### config.mk
export PLATFORM = sky130hd
export DESIGN_NAME = mdu_seq
export DESIGN_NICKNAME = d
export VERILOG_FILES = /design/src/rtl/mdu_seq.sv
export SDC_FILE = /design/constraint.sdc
export NUM_CORES = 1
export LEC_CHECK = 0
export CAP_MARGIN = 40
export CELL_PAD_IN_SITES_DETAIL_PLACEMENT = 0
export CELL_PAD_IN_SITES_GLOBAL_PLACEMENT = 2
export CORE_UTILIZATION = 30
export DETAILED_ROUTE_END_ITERATION = 16
export GPL_ROUTABILITY_DRIVEN = 0
export GPL_TIMING_DRIVEN = 1
export HOLD_SLACK_MARGIN = 0.06
export PLACE_DENSITY_LB_ADDON = 0.1
export SLEW_MARGIN = 20
export SYNTH_ARGS = -nofsm -noshare
export SYNTH_HDL_FRONTEND = slang
export SYNTH_SLANG_ARGS = --single-unit
### constraint.sdc
create_clock -name clk -period 3.4 [get_ports clk]
set_clock_uncertainty 0.1 [all_clocks]
set_input_delay 0.85 -clock clk [delete_from_list [all_inputs] [get_ports clk]]
set_output_delay 0.85 -clock clk [all_outputs]
set_load 0.01 [all_outputs]
### src/rtl/mdu_seq.sv
// Sequential multiply/divide unit: shift-add multiply and restoring divide, one bit per cycle.
// Optional MDU_FASTMUL_EN replaces the iterative multiply with a single-cycle N x N multiplier.
module mdu_seq #(
    parameter int unsigned N = 32
) (
    input  logic           clk,
    input  logic           rst,
    input  logic           start,
    input  logic [1:0]     op,
    input  logic [N-1:0]   rs_val,
    input  logic [N-1:0]   rt_val,
    input  logic           cancel,
    output logic           busy,
    output logic           hilo_wr,
    output logic           mdiv,
    output logic [2*N-1:0] hilo_data,
    output logic           div_by_zero
);

    localparam int unsigned   CW   = (N > 1) ? $clog2(N) : 1;
    localparam logic [CW-1:0] LAST = CW'(N - 1);

    typedef enum logic [1:0] {
        IDLE,
        CALC,
        FIX,
        WRITE
    } state_t;

    state_t state, state_nx;

    logic           is_div_q;
    logic           sa_q;
    logic           sb_q;
    logic [N-1:0]   a_q;
    logic [N-1:0]   b_q;
    logic [2*N-1:0] acc;
    logic [CW-1:0]  cnt;

    logic           accept;
    logic           a_neg;
    logic           b_neg;
    logic [N-1:0]   a_mag;
    logic [N-1:0]   b_mag;

    logic [N:0]     mul_sum;
    logic [2*N-1:0] mul_nx;
    logic [N:0]     div_sh;
    logic [N:0]     div_trial;
    logic [2*N-1:0] div_nx;

    logic [N-1:0]   quo;
    logic [N-1:0]   rem;
    logic [2*N-1:0] fix_data;
    logic           fix_dz;

`ifdef MDU_FASTMUL_EN
    logic [2*N-1:0] fast_prod;
`endif

    // Operand conditioning: signed ops work on magnitudes, signs re-applied in FIX.
    always_comb begin
        accept = (state == IDLE) && start && !cancel;
        a_neg  = !op[0] && rs_val[N-1];
        b_neg  = !op[0] && rt_val[N-1];
        a_mag  = a_neg ? -rs_val : rs_val;
        b_mag  = b_neg ? -rt_val : rt_val;
    end

`ifdef MDU_FASTMUL_EN
    always_comb begin
        fast_prod = {{N{1'b0}}, a_mag} * {{N{1'b0}}, b_mag};
    end
`endif

    // acc holds {partial HI, multiplier} for multiply and {remainder, dividend/quotient} for divide.
    always_comb begin
        mul_sum   = {1'b0, acc[2*N-1:N]} + (acc[0] ? {1'b0, b_q} : '0);
        mul_nx    = {mul_sum, acc[N-1:1]};
        div_sh    = {acc[2*N-1:N], acc[N-1]};
        div_trial = div_sh - {1'b0, b_q};
        div_nx    = div_trial[N] ? {div_sh[N-1:0], acc[N-2:0], 1'b0}
                                 : {div_trial[N-1:0], acc[N-2:0], 1'b1};
    end

    always_comb begin
        quo      = acc[N-1:0];
        rem      = acc[2*N-1:N];
        fix_data = '0;
        fix_dz   = 1'b0;
        if (!is_div_q) begin
            fix_data = (sa_q ^ sb_q) ? -acc : acc;
        end else if (b_q == '0) begin
            fix_data = {a_q, {N{1'b1}}};
            fix_dz   = 1'b1;
        end else begin
            fix_data = {(sa_q ? -rem : rem), ((sa_q ^ sb_q) ? -quo : quo)};
        end
    end

    always_ff @(posedge clk or negedge rst) begin
        if (!rst) begin
            state <= IDLE;
        end else begin
            state <= state_nx;
        end
    end

    always_comb begin
        state_nx = state;
        case (state)
            IDLE: begin
                if (accept) begin
`ifdef MDU_FASTMUL_EN
                    state_nx = op[1] ? CALC : FIX;
`else
                    state_nx = CALC;
`endif
                end
            end
            CALC: begin
                if (cancel) begin
                    state_nx = IDLE;
                end else if (cnt == LAST) begin
                    state_nx = FIX;
                end
            end
            FIX: begin
                state_nx = cancel ? IDLE : WRITE;
            end
            WRITE: begin
                state_nx = IDLE;
            end
            default: begin
                state_nx = IDLE;
            end
        endcase
    end

    always_ff @(posedge clk or negedge rst) begin
        if (!rst) begin
            is_div_q    <= 1'b0;
            sa_q        <= 1'b0;
            sb_q        <= 1'b0;
            a_q         <= '0;
            b_q         <= '0;
            acc         <= '0;
            cnt         <= '0;
            hilo_wr     <= 1'b0;
            hilo_data   <= '0;
            div_by_zero <= 1'b0;
        end else begin
            // The write strobe trails WRITE by one cycle so data is already stable.
            hilo_wr <= (state == WRITE);
            case (state)
                IDLE: begin
                    if (accept) begin
                        is_div_q <= op[1];
                        sa_q     <= a_neg;
                        sb_q     <= b_neg;
                        a_q      <= rs_val;
                        b_q      <= b_mag;
                        cnt      <= '0;
`ifdef MDU_FASTMUL_EN
                        acc      <= op[1] ? {{N{1'b0}}, a_mag} : fast_prod;
`else
                        acc      <= {{N{1'b0}}, a_mag};
`endif
                    end
                end
                CALC: begin
                    cnt <= cnt + 1'b1;
                    acc <= is_div_q ? div_nx : mul_nx;
                end
                FIX: begin
                    if (!cancel) begin
                        hilo_data   <= fix_data;
                        div_by_zero <= fix_dz;
                    end
                end
                default: begin
                end
            endcase
        end
    end

    assign busy = (state != IDLE);
    assign mdiv = hilo_wr;

endmodule

* Word level (Yosys, flattened, before mapping)
Cells that the tools add are included.
** Word-level totals
- Flip-flop bits (word level) :: 204
- Input port bits :: 70
- Output and inout port bits :: 68
** Operators by class
- Add/subtract/negate cells :: 8
- Eq/ne operators :: 6
- Muxes and demuxes :: 21
- Bitwise logic cells :: 2
- Reduce and logical (&&, ||, !) cells :: 14
** Operators with widths (number)
- $mux 64 :: 6
- $mux 32 :: 5
- $neg 32->32 :: 4
- $pmux 64 s2 :: 1
- $neg 64->64 :: 1
- $add 32x32->33 :: 1
- $sub 33x32->33 :: 1
- $logic_not 32->1 :: 1
- $pmux 5 s2 :: 1
- $mux 2 :: 4
- $pmux 2 s4 :: 1
- $reduce_and 2->1 :: 4
- $add 5x1->5 const B :: 1
- $eq 5x5->1 const B :: 1
- $mux 5 :: 1
- $eq 2x2->1 const B :: 2
- $logic_and 1x1->1 :: 4
- $reduce_bool 2->1 :: 2
- $ne 3x3->1 const B :: 1
- $eq 2x1->1 const B :: 1
- $logic_not 1->1 :: 2
- $logic_not 2->1 :: 1
- $mux 1 :: 2
- $ne 2x2->1 const B :: 1
- 2 further kinds :: 2

* Longest topological paths before layout
- Word-level depth :: 5
- Gate-level depth with buffers :: 15
- Gate-level depth less buffers :: 14

* Worst setup path before layout
OpenSTA, ideal clock, no wires.
- Path kind :: register -> register
- Start point :: register acc[32]
- End point :: register acc[52]
- Library setup time :: 0.134 ns
- Data arrival time :: 3.291 ns
- Required time :: 3.166 ns
- Setup slack :: -0.125 ns
- Cell stages (with the launch flop) :: 15
- Buffers on the path :: 3
- Clock period less this slack :: 3.525 ns
- Path through :: dfrtp_1 -> clkbuf_1 -> inv_1 -> fa_1 -> nand2b_1 -> a21oi_1 -> a2111oi_0 -> o31ai_1 -> o21ai_1 -> o21ai_1 -> xnor2_1 -> buf_2 -> buf_2 -> mux2i_1 -> o21ai_0
** On the way
- Longest elaborated chain between the ends :: 4
** RTL lines
- start, declared :: RTL line 37 : logic [2*N-1:0] acc;
- start signal, assigned :: RTL line 167 : acc <= {{N{1'b0}}, a_mag};
- start signal, assigned :: RTL line 173 : acc <= is_div_q ? div_nx : mul_nx;
- $sub 33x32->33 :: RTL line 81 : div_trial = div_sh - {1'b0, b_q};
- $mux 64 :: RTL line 82 : div_nx = div_trial[N] ? {div_sh[N-1:0], acc[N-2:0], 1'b0}
- $mux 64 (*) :: RTL line 173
- $pmux 64 s2 (*) :: RTL line 155 : case (state)
Mark *: on every way between the ends. The rest lies on a longest branch, timed or not.
A chain may end at the register's enable or synchronous reset.

* Worst setup path in the final report
- Start point :: register acc[0]
- End point :: register acc[56]
** On the way
- Longest elaborated chain between the ends :: 4
** RTL lines
- $mux 32 :: RTL line 78 : mul_sum = {1'b0, acc[2*N-1:N]} + (acc[0] ? {1'b0, b_q} : '0);
- $add 32x32->33 :: RTL line 78
- $mux 64 :: RTL line 173
- $pmux 64 s2 :: RTL line 155
No other way between the ends.

==> impl_metrics.json <==
{
  "post_synth_num_cell_types": 71,
  "root_buffer": "clkbuf_16",
  "internal-power_uw": 10100,
  "routed_wl_mm": 63.0,
  "ff2ff_setup_slack_ps": 110,
  "slew_headroom": 0.507,
  "multi_input_area_um2": 10500,
  "critPathArrivalTime_ps": 3630,
  "dr.pass1.iters": 5,
  "synth_top_family_by_area": "compound AO/OA/AOI/OAI gates",
  "clock-sinks": 204,
  "hold_violations": 0,
  "fp.dieH_um": 233,
  "cts_buffers": 28,
  "path_buf_inv": 2,
  "fin_crit_sh": 0.969,
  "ys_seq_area_frac": 0.319,
  "synthFlopType": "dfrtp_1",
  "cts_tree": "yes",
  "grt_max_degree": 86,
  "synthToLayoutAreaGrowth_pct": 34.0,
  "pwr-share-clk": 0.172,
  "netlist_instances": 2076,
  "tns_ps": 0,
  "drtIter0Drc": 1140,
  "cts_hold_buf": 0,
  "async_flop_share": 1.00,
  "die_x_um": 233,
  "critPathMaxFanout": 11,
  "max_freq_mhz": 304,
  "power.density_nw_per_um2": 851,
  "vias": 16183,
  "drc": 0,
  "synthAdderAreaFrac": 0.0572,
  "cp_slowest_cell": "dfrtp_1",
  "hold_path.class": "input port to async pin",
  "track_usage": 0.232,
  "grt_pass1_wl_mm": 97.0,
  "crit_family": "compound AO/OA/AOI/OAI gates",
  "timing.hold.ws_ps": 202,
  "grt_pass1_vias": 16263,
  "place_hpwl_mm": 48.5,
  "path_clk_slew_ps": 60,
  "seq_area_um2": 5110,
  "final_max_slew_viol_count": 0,
  "p_switching_uw": 8190,
  "h-tree-depth": 1,
  "yosys.area_share.simple": 0.206,
  "cpPeakStageDelay_ps": 410,
  "start_util": 0.304,
  "clkLatencyLatePin_ps": 580,
  "setup_ws_ps": 106,
  "synth-compound-area-share": 0.230,
  "ant_nets": 0,
  "synthesis.nets": 2218,
  "ir_drop_uv": 494,
  "layout.nets": 2537,
  "routed_via_density": 5.21,
  "avgSynthCellArea_um2": 7.72,
  "critPathCaptureType": "register",
  "crit_chain": "inv_2 > buf_12 > nor2_1 > ha_1 > o21ai_0 > o211ai_1 > a31oi_1 > a21oi_2 > o21ai_2 > a311o_1 > o21ai_2 > a31oi_2 > xor2_1 > o221ai_1",
  "final-setup-viol-count": 0,
  "p_leak_uw": 0.00946,
  "syn_area_um2": 16000,
  "r2r_end": "acc[56]$_DFFE_PN0P_",
  "fp-row-count": 84,
  "crit_required_ps": 3740,
  "path_class": "register to register",
  "yosysWarnings": 0,
  "grt-ovfl-total": 0,
  "ys_ff_latch": 204,
  "cp-startpoint": "acc[0]$_DFFE_PN0P_",
  "ff2ff_path_depth": 14,
  "netSwitchingFraction": 0.448,
  "cts.path.max_buffers": 3,
  "die-area_um2": 54300,
  "rsz0062_at_grt": "true",
  "max-cap-violations": 0,
  "wl_per_cell_um": 20.3,
  "final_area_um2": 21500,
  "status": "completed",
  "reg2reg_from": "acc[0]$_DFFE_PN0P_",
  "synth_edf_count": 0,
  "io_buffers": 137,
  "synthMuxAreaShare": 0.0301,
  "num-fill-cells": 5481,
  "seqPwrFrac": 0.198,
  "layout-drive-gt1-share": 0.174,
  "tightest_slew_ps": 739,
  "synth_xor_area_frac": 0.109,
  "start_kind": "register",
  "crit_top_cell": "o21ai_2",
  "placed_area_um2": 20100,
  "fp.coreArea_um2": 52700,
  "pre_cts_ws_ps": -383,
  "p_comb_frac": 0.630,
  "io_pins": 138,
  "grt_antenna_before_repair": 1,
  "finalCriticalPeriod_ps": 3290
}
final cells by class:
class | count | share of cell area
clock inverter | 11 | 0.00758
antenna | 1 | 0.000117
sequential | 204 | 0.238
clock buffer | 39 | 0.0374
tap | 688 | 0.0401
multi-input combinational | 1664 | 0.487
inverter | 62 | 0.0108
timing repair buffer | 435 | 0.179
registers in the layout, indices dropped and copies added, names as in the netlist:
| signal | count |
|---|---|
| hilo_wr | 1 |
| cnt | 5 |
| b_q | 32 |
| is_div_q | 1 |
| div_by_zero | 1 |
| a_q | 32 |
| state | 2 |
| hilo_data | 64 |
| sa_q | 1 |
| acc | 64 |
| sb_q | 1 |
cells in the final DEF (no fill, tap or decap), drive strengths merged, types with 70 or more instances in the layout:
| cell type | netlist | layout |
|---|---|---|
| a21oi | 146 | 146 |
| buf | 17 | 299 |
| clkdlybuf4s50 | 0 | 136 |
| dfrtp | 204 | 204 |
| ha | 70 | 70 |
| nand2 | 358 | 358 |
| nor2 | 174 | 174 |
| o211ai | 70 | 70 |
| o21ai | 231 | 231 |
| xnor2 | 116 | 116 |
| xor2 | 83 | 83 |
layer usage:
layer	vias to the layer above	track usage	wire length, um
met5	-	0	0
met4	0	0.0711	1850
met3	74	0.0255	2570
met2	380	0.393	29500
met1	7787	0.307	29000
li1	7942	-	-
power by group through the flow:
| stage | clock [uW] | combinational, uW | sequential, uW |
|---|---|---|---|
| floorplan | 0 | 6490 | 3510 |
| global placement | 0 | 11000 | 3690 |
| detailed placement | 0 | 11000 | 3700 |
| CTS | 3220 | 11200 | 3660 |
| global route | 3290 | 12700 | 3710 |
| finish | 3130 | 11500 | 3620 |
per-stage QoR:
stage                     total power (uW)   util  std cells
final                                18300  0.408       3104
after global routing                 19700  0.408       3103
after CTS                            18100  0.402       3095
after detailed placement             14700  0.382       3044
after global placement               14700  0.382       3044
after floorplan                      10000      -       2076
timing repair:
| item | in CTS | in global routing |
|---|---|---|
| buffers inserted | 1 | 7 |
| setup endpoints to repair | 33 | 39 |
| gates resized for setup | 26 | 41 |
| hold endpoints to repair | 0 | 0 |
| pin swaps | 9 | 25 |
worst reg2reg max path: stages (launching register included):
cell,delay [ps]
dfrtp_1,410
inv_2,90
buf_12,140
nor2_1,60
ha_1,310
o21ai_0,130
o211ai_1,300
a31oi_1,160
a21oi_2,220
o21ai_2,120
a311o_1,360
o21ai_2,260
a31oi_2,130
xor2_1,210
o221ai_1,130
synthesized netlist by cell type (4+ instances only):
library cell,n,area (um^2)
nand4_1,8,50.1
a21o_1,28,210
buf_1,8,30.0
nor2b_1,13,81.3
a21oi_1,146,731
a31o_2,4,35.0
inv_1,62,233
buf_2,8,40.0
and3_1,10,62.6
o22ai_1,5,31.3
or4_1,9,67.6
o31ai_1,13,97.6
nor4_1,27,169
mux2i_1,47,470
nand3_1,30,150
nor3b_1,4,30.0
a31oi_1,24,150
o21a_1,10,75.1
o221ai_1,5,43.8
o211ai_1,70,526
nand2_1,358,1340
and2_1,5,31.3
nor3_1,34,170
or3_1,15,93.8
ha_1,70,876
clkbuf_1,128,480
dfrtp_1,204,5100
xor2_1,83,727
nor2_1,174,653
nand2b_1,20,125
a211oi_1,18,135
o21ai_1,21,105
a22oi_1,17,128
o21ai_0,210,1050
o21bai_1,6,45.0
o41ai_1,4,35.0
xnor2_1,116,1020
cell families (layout without fill, tap and decap cells):
kind of cell / after synthesis / in the layout
DFF: 204 / 204
and+or+nand+nor: 733 / 733
adders and majority gates: 72 / 72
other: 0 / 1
muxes: 48 / 48
AOI/OAI and AO/OA: 612 / 612
buffers and inverters: 208 / 547
xor gates and xnor gates: 199 / 199
worst max path at each step:
stage | end | cells after the start
floorplan | acc[52]$_DFFE_PN0P_ | 14
global placement | acc[31]$_DFFE_PN0P_ | 12
detailed placement | acc[31]$_DFFE_PN0P_ | 12
CTS | acc[60]$_DFFE_PN0P_ | 14
global route | acc[63]$_DFFE_PN0P_ | 14
finish | acc[56]$_DFFE_PN0P_ | 14
Power figures use the tool's default switching activity.
